$ cat src/rtl/nanomamba_kw_decision_if.sv
// ---------------------------------------------------------------------------
// nanomamba_kw_decision_if
// Groups the two handshake buses of the keyword decision block:
//   - s_axis_logit_* : AXI4-Stream result input, N_CLASSES packed INT8 logits
//                      (class k at [k*8 +: 8]); tlast is carried but unused.
//   - det_*          : valid/ready detection report towards the host.
// Modports:
//   master : host / result-producer side (drives stream and det_ready)
//   slave  : the decision block
// ---------------------------------------------------------------------------
interface nanomamba_kw_decision_if #(
    parameter int N_CLASSES = 12
);
    logic [N_CLASSES*8-1:0] s_axis_logit_tdata;
    logic                   s_axis_logit_tvalid;
    logic                   s_axis_logit_tready;
    logic                   s_axis_logit_tlast;
    logic                   det_valid;
    logic                   det_ready;
    logic [3:0]             det_class;
    logic [7:0]             det_score;

    modport master (
        output s_axis_logit_tdata, s_axis_logit_tvalid, s_axis_logit_tlast, det_ready,
        input  s_axis_logit_tready, det_valid, det_class, det_score
    );

    modport slave (
        input  s_axis_logit_tdata, s_axis_logit_tvalid, s_axis_logit_tlast, det_ready,
        output s_axis_logit_tready, det_valid, det_class, det_score
    );
endinterface

$ cat src/rtl/nanomamba_kw_decision.sv
// ---------------------------------------------------------------------------
// nanomamba_kw_decision
// Consumes 12 x INT8 logit results, keeps a sliding window of the last
// 2^LOG2_WIN results as per-class running sums, scans the window averages for
// the best class and reports a keyword detection (valid/ready + irq pulse)
// when it clears the threshold, is not silence/unknown and the refractory
// counter allows it.
// Ports:
//   clk, rst_n      clock, asynchronous active-low reset
//   bus (slave)     logit stream in, detection report out
//   cfg_threshold   signed threshold on the averaged logit (sampled in DECIDE)
//   cfg_refract     results suppressed after a detection (sampled in DECIDE)
//   cfg_clear       synchronous clear of window, counters and pending report
//   irq_detect      one-cycle pulse when det_valid rises
//   busy            high whenever the FSM is not idle
// Optional feature: define KW_DECISION_HYST_EN to add per-class re-arm
// hysteresis (a class must fall to threshold - HYST_MARGIN before it can be
// reported again).
// ---------------------------------------------------------------------------
module nanomamba_kw_decision #(
    parameter int N_CLASSES     = 12,
    parameter int LOG2_WIN      = 2,
    parameter int SILENCE_CLASS = 0,
    parameter int UNKNOWN_CLASS = 1,
    parameter int HYST_MARGIN   = 16
) (
    input  logic                   clk,
    input  logic                   rst_n,
    nanomamba_kw_decision_if.slave bus,
    input  logic signed [7:0]      cfg_threshold,
    input  logic [7:0]             cfg_refract,
    input  logic                   cfg_clear,
    output logic                   irq_detect,
    output logic                   busy
);
    localparam int WIN_LEN = 1 << LOG2_WIN;
    localparam int SW      = 8 + LOG2_WIN;
    localparam int IW      = (N_CLASSES > 1) ? $clog2(N_CLASSES) : 1;
    localparam int FW      = LOG2_WIN + 1;
    localparam int HW      = (SW > 10) ? SW : 10;

    typedef enum logic [2:0] {IDLE, UPDATE, SCAN, DECIDE, REPORT} state_e;

    // Sign-extend one INT8 logit to running-sum width.
    function automatic logic signed [SW-1:0] sext8(input logic [7:0] v);
        return SW'($signed(v));
    endfunction

    state_e                              state_q, state_d;
    logic [N_CLASSES*8-1:0]              new_q, new_d;
    logic [WIN_LEN-1:0][N_CLASSES*8-1:0] ring_q, ring_d;
    logic signed [SW-1:0]                sum_q [N_CLASSES];
    logic signed [SW-1:0]                sum_d [N_CLASSES];
    logic [LOG2_WIN-1:0]                 wptr_q, wptr_d;
    logic [FW-1:0]                       fill_q, fill_d;
    logic [7:0]                          refract_q, refract_d;
    logic                                block_q, block_d;
    logic [IW-1:0]                       idx_q, idx_d;
    logic [IW-1:0]                       best_class_q, best_class_d;
    logic signed [SW-1:0]                best_avg_q, best_avg_d;
    logic                                det_valid_q, det_valid_d;
    logic [3:0]                          det_class_q, det_class_d;
    logic [7:0]                          det_score_q, det_score_d;
    logic                                irq_q, irq_d;
    logic                                tready_q, tready_d;
    logic                                busy_q, busy_d;

    logic signed [SW-1:0]                avg_s;
    logic signed [SW-1:0]                thr_s;
    logic                                detect_s;
    logic                                unused_tlast_s;

`ifdef KW_DECISION_HYST_EN
    logic [N_CLASSES-1:0]                armed_q, armed_d;
    logic signed [HW-1:0]                thr_lo_s;
    logic signed [HW-1:0]                avg_h_s;
`else
    logic [HW-1:0]                       unused_hyst_s;
    assign unused_hyst_s = HW'(HYST_MARGIN);
`endif

    assign unused_tlast_s          = bus.s_axis_logit_tlast;
    assign bus.s_axis_logit_tready = tready_q;
    assign bus.det_valid           = det_valid_q;
    assign bus.det_class           = det_class_q;
    assign bus.det_score           = det_score_q;
    assign irq_detect              = irq_q;
    assign busy                    = busy_q;

    // Next-state logic for the FSM, window storage and report registers.
    always_comb begin
        state_d      = state_q;
        new_d        = new_q;
        ring_d       = ring_q;
        sum_d        = sum_q;
        wptr_d       = wptr_q;
        fill_d       = fill_q;
        refract_d    = refract_q;
        block_d      = block_q;
        idx_d        = idx_q;
        best_class_d = best_class_q;
        best_avg_d   = best_avg_q;
        det_valid_d  = det_valid_q;
        det_class_d  = det_class_q;
        det_score_d  = det_score_q;
        irq_d        = 1'b0;
        avg_s        = sum_q[idx_q] >>> LOG2_WIN;
        thr_s        = SW'(cfg_threshold);
`ifdef KW_DECISION_HYST_EN
        armed_d      = armed_q;
        thr_lo_s     = HW'(cfg_threshold) - HW'(HYST_MARGIN);
        avg_h_s      = HW'(avg_s);
`endif
        detect_s = (fill_q == FW'(WIN_LEN))
                 & (best_class_q != IW'(SILENCE_CLASS))
                 & (best_class_q != IW'(UNKNOWN_CLASS))
                 & (best_avg_q > thr_s)
                 & ~block_q;
`ifdef KW_DECISION_HYST_EN
        detect_s = detect_s & armed_q[best_class_q];
`endif

        case (state_q)
            IDLE: begin
                if (bus.s_axis_logit_tvalid && tready_q) begin
                    new_d   = bus.s_axis_logit_tdata;
                    state_d = UPDATE;
                end else begin
                    state_d = IDLE;
                end
            end
            UPDATE: begin
                for (int k = 0; k < N_CLASSES; k++) begin
                    sum_d[k] = sum_q[k] + sext8(new_q[k*8 +: 8])
                             - sext8(ring_q[wptr_q][k*8 +: 8]);
                end
                ring_d[wptr_q] = new_q;
                wptr_d         = wptr_q + LOG2_WIN'(1);
                if (fill_q != FW'(WIN_LEN)) begin
                    fill_d = fill_q + FW'(1);
                end else begin
                    fill_d = fill_q;
                end
                // Gate on the count seen by this result before it ticks down,
                // so cfg_refract = N suppresses exactly the next N results.
                block_d = (refract_q != 8'd0);
                if (refract_q != 8'd0) begin
                    refract_d = refract_q - 8'd1;
                end else begin
                    refract_d = refract_q;
                end
                idx_d   = '0;
                state_d = SCAN;
            end
            SCAN: begin
                // Strict '>' keeps the lowest index on ties.
                if ((idx_q == '0) || (avg_s > best_avg_q)) begin
                    best_class_d = idx_q;
                    best_avg_d   = avg_s;
                end else begin
                    best_avg_d   = best_avg_q;
                end
`ifdef KW_DECISION_HYST_EN
                if (avg_h_s <= thr_lo_s) begin
                    armed_d[idx_q] = 1'b1;
                end else begin
                    armed_d[idx_q] = armed_q[idx_q];
                end
`endif
                if (idx_q == IW'(N_CLASSES - 1)) begin
                    state_d = DECIDE;
                end else begin
                    idx_d   = idx_q + IW'(1);
                end
            end
            DECIDE: begin
                if (detect_s) begin
                    det_valid_d = 1'b1;
                    irq_d       = 1'b1;
                    det_class_d = 4'(best_class_q);
                    det_score_d = best_avg_q[7:0];
                    refract_d   = cfg_refract;
`ifdef KW_DECISION_HYST_EN
                    armed_d[best_class_q] = 1'b0;
`endif
                    state_d     = REPORT;
                end else begin
                    state_d     = IDLE;
                end
            end
            REPORT: begin
                if (bus.det_ready) begin
                    det_valid_d = 1'b0;
                    state_d     = IDLE;
                end else begin
                    state_d     = REPORT;
                end
            end
            default: begin
                state_d = IDLE;
            end
        endcase

        // Clear overrides everything, including an in-flight handshake.
        if (cfg_clear) begin
            state_d     = IDLE;
            det_valid_d = 1'b0;
            irq_d       = 1'b0;
            ring_d      = '0;
            wptr_d      = '0;
            fill_d      = '0;
            refract_d   = 8'd0;
            block_d     = 1'b0;
            for (int k = 0; k < N_CLASSES; k++) begin
                sum_d[k] = '0;
            end
`ifdef KW_DECISION_HYST_EN
            armed_d     = '1;
`endif
        end else begin
            state_d     = state_d;
        end

        tready_d = (state_d == IDLE);
        busy_d   = (state_d != IDLE);
    end

    // State and output registers.
    always_ff @(posedge clk or negedge rst_n) begin
        if (!rst_n) begin
            state_q      <= IDLE;
            new_q        <= '0;
            ring_q       <= '0;
            for (int k = 0; k < N_CLASSES; k++) begin
                sum_q[k] <= '0;
            end
            wptr_q       <= '0;
            fill_q       <= '0;
            refract_q    <= 8'd0;
            block_q      <= 1'b0;
            idx_q        <= '0;
            best_class_q <= '0;
            best_avg_q   <= '0;
            det_valid_q  <= 1'b0;
            det_class_q  <= 4'd0;
            det_score_q  <= 8'd0;
            irq_q        <= 1'b0;
            tready_q     <= 1'b1;
            busy_q       <= 1'b0;
`ifdef KW_DECISION_HYST_EN
            armed_q      <= '1;
`endif
        end else begin
            state_q      <= state_d;
            new_q        <= new_d;
            ring_q       <= ring_d;
            sum_q        <= sum_d;
            wptr_q       <= wptr_d;
            fill_q       <= fill_d;
            refract_q    <= refract_d;
            block_q      <= block_d;
            idx_q        <= idx_d;
            best_class_q <= best_class_d;
            best_avg_q   <= best_avg_d;
            det_valid_q  <= det_valid_d;
            det_class_q  <= det_class_d;
            det_score_q  <= det_score_d;
            irq_q        <= irq_d;
            tready_q     <= tready_d;
            busy_q       <= busy_d;
`ifdef KW_DECISION_HYST_EN
            armed_q      <= armed_d;
`endif
        end
    end
endmodule

$ cat src/flat_wrapper.sv
// flat-port wrapper written by rule: the top's interface ports become plain ports
module nanomamba_kw_decision_flat 
#(
    parameter int N_CLASSES     = 12,
    parameter int LOG2_WIN      = 2,
    parameter int SILENCE_CLASS = 0,
    parameter int UNKNOWN_CLASS = 1,
    parameter int HYST_MARGIN   = 16
)
  (clk, rst_n, cfg_threshold, cfg_refract, cfg_clear, irq_detect, busy, bus_s_axis_logit_tdata, bus_s_axis_logit_tvalid, bus_s_axis_logit_tlast, bus_det_ready, bus_s_axis_logit_tready, bus_det_valid, bus_det_class, bus_det_score);
  nanomamba_kw_decision_if #(.N_CLASSES(N_CLASSES)) bus_i ();
  input  logic clk;
  input  logic rst_n;
  input  logic signed [7:0] cfg_threshold;
  input  logic [7:0] cfg_refract;
  input  logic cfg_clear;
  output logic irq_detect;
  output logic busy;
  input wire logic [$bits(bus_i.s_axis_logit_tdata)-1:0] bus_s_axis_logit_tdata;
  input wire logic [$bits(bus_i.s_axis_logit_tvalid)-1:0] bus_s_axis_logit_tvalid;
  input wire logic [$bits(bus_i.s_axis_logit_tlast)-1:0] bus_s_axis_logit_tlast;
  input wire logic [$bits(bus_i.det_ready)-1:0] bus_det_ready;
  output wire logic [$bits(bus_i.s_axis_logit_tready)-1:0] bus_s_axis_logit_tready;
  output wire logic [$bits(bus_i.det_valid)-1:0] bus_det_valid;
  output wire logic [$bits(bus_i.det_class)-1:0] bus_det_class;
  output wire logic [$bits(bus_i.det_score)-1:0] bus_det_score;
  assign bus_i.s_axis_logit_tdata = bus_s_axis_logit_tdata;
  assign bus_i.s_axis_logit_tvalid = bus_s_axis_logit_tvalid;
  assign bus_i.s_axis_logit_tlast = bus_s_axis_logit_tlast;
  assign bus_i.det_ready = bus_det_ready;
  assign bus_s_axis_logit_tready = bus_i.s_axis_logit_tready;
  assign bus_det_valid = bus_i.det_valid;
  assign bus_det_class = bus_i.det_class;
  assign bus_det_score = bus_i.det_score;
  nanomamba_kw_decision #(.N_CLASSES(N_CLASSES), .LOG2_WIN(LOG2_WIN), .SILENCE_CLASS(SILENCE_CLASS), .UNKNOWN_CLASS(UNKNOWN_CLASS), .HYST_MARGIN(HYST_MARGIN)) u_core (.clk(clk), .rst_n(rst_n), .bus(bus_i), .cfg_threshold(cfg_threshold), .cfg_refract(cfg_refract), .cfg_clear(cfg_clear), .irq_detect(irq_detect), .busy(busy));
endmodule
$ cat config.mk
export PLATFORM = sky130hd
export DESIGN_NAME = nanomamba_kw_decision_flat
export DESIGN_NICKNAME = d
export VERILOG_FILES = /design/src/rtl/nanomamba_kw_decision_if.sv /design/src/rtl/nanomamba_kw_decision.sv /design/src/flat_wrapper.sv
export SDC_FILE = /design/constraint.sdc
export NUM_CORES = 1
export LEC_CHECK = 0
export CORE_MARGIN = 3
export CORE_UTILIZATION = 65
export DETAILED_ROUTE_END_ITERATION = 8
export GPL_ROUTABILITY_DRIVEN = 0
export GPL_TIMING_DRIVEN = 0
export PLACE_DENSITY = 0.84
export SLEW_MARGIN = 30
export SYNTH_ARGS = -nofsm -noshare
export SYNTH_HDL_FRONTEND = slang
export SYNTH_SLANG_ARGS = --single-unit
$ cat constraint.sdc
create_clock -name clk -period 10.2 [get_ports clk]
set_clock_uncertainty 0.2 [all_clocks]
set_input_delay 2.04 -clock clk [delete_from_list [all_inputs] [get_ports clk]]
set_output_delay 2.04 -clock clk [all_outputs]
set_load 0.005 [all_outputs]
==> parameters.txt <==
Parameter                              Value

Place
  Port Buffer Count ... 132
  Detailed placer's ending HPWL ... 74,500 microns
  Worst setup timing slack at the placement stage ... 4430 ps

STA
  Pins over their slew limit ... 0
  Setup Total Neg Slack ... 0 ps
  Post-route minimum period ... 6120 ps
  Final number of setup-violating endpoints ... 0
  RSZ-0062 raised after global routing ... no
  Final WS setup ... 4080 ps
  Final Hold Violating Endpoints ... 0
  Final critical-path share of the clock period ... 60.0%
  Smallest hold slack ... 302 ps
  Max_slew headroom ... 23.6%
  Pin slew with the least headroom to its limit ... 1150 ps
  Achievable frequency ... 163 MHz

Critical path
  Data required time of the critical path ... 10,540 ps
  Critical path buffers and inverters ... 5
  Logic depth of the worst register-to-register path ... 14
  CP max stage delay ... 830 ps
  Worst-path maximum fanout ... 10
  Slowest-stage cell, CP ... sky130_fd_sc_hd__clkbuf_1
  Type of element capturing the critical path ... flip-flop
  Worst-path cell chain ... buf_2 > buf_2 > clkbuf_1 > clkbuf_1 > mux4_2 > fa_1 > inv_1 > ha_1 > a211oi_1 > o21ai_0 > a41oi_1 > xnor2_1 > or3_1 > a21oi_1
  Crit path max-delay family ... buffers and inverters
  Crit Reg-Reg Endpoint ... u_core.sum_q[99]
  Type of the worst setup path ... flip-flop to flip-flop
  Beginning of the worst register-to-register path ... u_core.wptr_q[1]
  Internal reg-to-reg setup slack ... 4080 ps
  Startpoint type of the worst setup path ... flip-flop
  Data arrival time at the worst-slack endpoint ... 6460 ps

Global route
  Wire length of the first global-routing pass ... 170,000 microns
  Overall global routing resource usage ... 39.2%
  Grt total ovfl ... 0
  Largest net degree at the start of global routing ... 96
  Number of antenna violations at the first check in global routing ... 6
  Number of global-route vias before repair ... 29,600

Floorplan
  CORE AREA ... 53,200 sq um
  Number of ports placed on the die boundary ... 134
  Die extent in x ... 239 microns
  Floorplan die height ... 239 microns
  Effective utilization at floorplan ... 66.4%
  Total Die Area ... 57,100 sq um
  Row Count ... 84

Synth
  Fraction of the yosys area taken by sequential cells ... 46.0%
  Asr flop ratio synth ... 100%
  Synthesized net count ... 3,519
  Number of distinct standard cells referenced by the synthesized netlist ... 53
  Share of the synthesized area in the top cell type ... 45.9%
  Post-Synthesis Mean Instance Area ... 11.2 sq um
  Number of storage elements in the synthesis netlist ... 649
  Synth Warn # ... 0
  Top_reg_cell synth ... sky130_fd_sc_hd__dfrtp_1
  Largest cells by area after synthesis ... sky130_fd_sc_hd__dfrtp_1 46%, sky130_fd_sc_hd__a22o_1 9.5%, sky130_fd_sc_hd__mux4_2 7.7%
  Library cell with the largest summed area after synthesis ... sky130_fd_sc_hd__dfrtp_1
  List of most frequent post-synthesis cells ... 648 x sky130_fd_sc_hd__dfrtp_1, 452 x sky130_fd_sc_hd__inv_1, 384 x sky130_fd_sc_hd__a22o_1
  Post-synthesis instance area ... 35,300 sq um
  Number of flops mapped to enable cells by yosys ... 0
  Cell with the most instances after synthesis ... sky130_fd_sc_hd__dfrtp_1
  Gate count of the mapped netlist ... 3,147

Clock tree
  Number of buffers added by the clock tree synthesis step ... 69
  Clock latency on the worst-skew pair ... 620 ps
  Total setup buffers inserted after CTS ... 0
  Number of sinks handled by clock tree synthesis ... 649
  Maximum level of the CTS H-tree ... 3
  Reg clk slew, reported paths ... 60 ps
  Resized cells post-CTS ... 0
  Max clock buf depth ... 3
  Clock tree from TritonCTS ... done
  Hold Buf Count CTS ... 0
  Root buffer selected by CTS ... sky130_fd_sc_hd__clkbuf_16

Cells and area
  Layout area overhead ... 13.8%
  Post-layout utilization of the core ... 75.6%
  Share of final-layout standard cells stronger than drive strength 1 ... 9.56%
  Final #Nets ... 3,731

Drt
  Top layer used by detailed routing ... met5
  First-pass iteration count of the detailed router ... 6
  Routed met2 length ... 50,300 microns
  Met3 layer wire length in the routed design ... 13,100 microns
  Antenna-violating nets left ... 0
  DR DRC count ... 0
  Via density per instance ... 6.95
  Via count of the routed design ... 28,500
  First DRT Iteration DRCs ... 3,590
  Routed length per instance ... 27.0 microns
  Met1 wire length ... 39,300 microns
  Post-Route WL ... 111,000 microns

Power and ir drop
  Worst supply voltage drop on vdd ... 0.000165 V
  PwrDens ... 240 nW/um^2
  Leakage power of the design ... 18.5 nW
  Total power ... 9.65 mW

Hold path
  Hold crit path type ... flip-flop to flip-flop
  Worst Hold Path Cells ... 1
  Source of the worst hold timing path ... u_core.ring_q[110]
  Hold path endpoint ... u_core.ring_q[110]

Run
  Number of maximum-capacitance constraint violations ... 0

Run status
  Result of the run ... finished, final reports clean
## power breakdown
group | switching [mW] | leakage, nW | internal (mW)
combinational | 2.29 | 8.51 | 1.57
sequential | 0.301 | 8.83 | 2.82
clock | 1.07 | 1.19 | 1.60
## per-stage QoR
stage               area [sq um]  std cells
finish                     40200       4104
global route               40200       4099
CTS                        40200       4097
detailed placement         37800       3976
global placement           37500       3967
floorplan                  35300       3147
## layout by cell type, fill, tap and decap left out, types with 12 or more instances in the layout
cell type and count:
sky130_fd_sc_hd__o21ai_0 193, sky130_fd_sc_hd__clkbuf_8 20, sky130_fd_sc_hd__a211o_1 16, sky130_fd_sc_hd__ha_1 146
sky130_fd_sc_hd__nand3b_1 12, sky130_fd_sc_hd__buf_2 46, sky130_fd_sc_hd__o22ai_1 12, sky130_fd_sc_hd__a21oi_1 99
sky130_fd_sc_hd__a21o_1 27, sky130_fd_sc_hd__nor2b_1 28, sky130_fd_sc_hd__inv_1 452, sky130_fd_sc_hd__nand2_1 182
sky130_fd_sc_hd__fa_1 108, sky130_fd_sc_hd__clkbuf_16 73, sky130_fd_sc_hd__clkbuf_1 130, sky130_fd_sc_hd__o211ai_1 26
sky130_fd_sc_hd__nor3_1 54, sky130_fd_sc_hd__a41oi_1 12, sky130_fd_sc_hd__mux4_2 120, sky130_fd_sc_hd__a22o_1 384
sky130_fd_sc_hd__xor2_1 37, sky130_fd_sc_hd__or4_1 24, sky130_fd_sc_hd__a211oi_1 38, sky130_fd_sc_hd__mux2i_1 17
sky130_fd_sc_hd__nor3b_1 13, sky130_fd_sc_hd__mux2_2 15, sky130_fd_sc_hd__o311ai_0 12, sky130_fd_sc_hd__or3_1 36
sky130_fd_sc_hd__nor2_1 78, sky130_fd_sc_hd__o21a_1 28, sky130_fd_sc_hd__xnor2_1 42, sky130_fd_sc_hd__a21boi_0 14
sky130_fd_sc_hd__dfrtp_1 648, sky130_fd_sc_hd__clkdlybuf4s50_1 131, sky130_fd_sc_hd__nor4_1 26
## kinds of logic after synthesis
family	Yosys count	synth area share (%)
adder cells (fa/ha/maj)	254	11.3
multiplexers	152	8.62
buffers and inverters	642	7.07
flip-flops	649	46.0
AND/OR/NAND/NOR	486	6.77
XOR/XNOR	79	1.96
AO/OA/AOI/OAI	885	18.3
## worst max path at each step
| stage | start | endpoint | cells past startpoint |
|---|---|---|---|
| finish | u_core.wptr_q[1] | u_core.sum_q[99] | 14 |
| global placement | rst_n | u_core.new_q[66] | 1 |
| CTS | u_core.wptr_q[1] | u_core.sum_q[109] | 14 |
| detailed placement | u_core.wptr_q[1] | u_core.sum_q[99] | 14 |
| global route | u_core.wptr_q[1] | u_core.sum_q[99] | 14 |
| floorplan | u_core.wptr_q[1] | u_core.sum_q[109] | 14 |
## metal layers
layer  vias to the layer above  global-route usage, %
met2                      2117                   59.4
met1                     14200                   49.6
met3                       535                   11.6
met5                         -                      0
li1                      11600                      -
met4                         2                   25.7
## state kept, by name, summed over array words and instances, names as in the netlist, 3 cells and up
signal and cells:
u_core.best_avg_q 8, u_core.ring_q 384, u_core.sum_q 120, u_core.state_q 3, u_core.new_q 96, u_core.bus.det_score 8
u_core.idx_q 4, u_core.refract_q 8, u_core.best_class_q 4, u_core.bus.det_class 4, u_core.fill_q 3
## cell type report
class	instances	area, sq um
Multi-Input combinational cell	1856	16600
Sequential cell	649	16200
Fill cell	3302	13000
Clock buffer	104	2140
Inverter	452	1700
Timing Repair Buffer	141	1570
Tap cell	688	861
Buffer	190	815
Clock inverter	17	254
Antenna cell	7	17.5
Note: power is estimated with default switching activity, not from simulation.
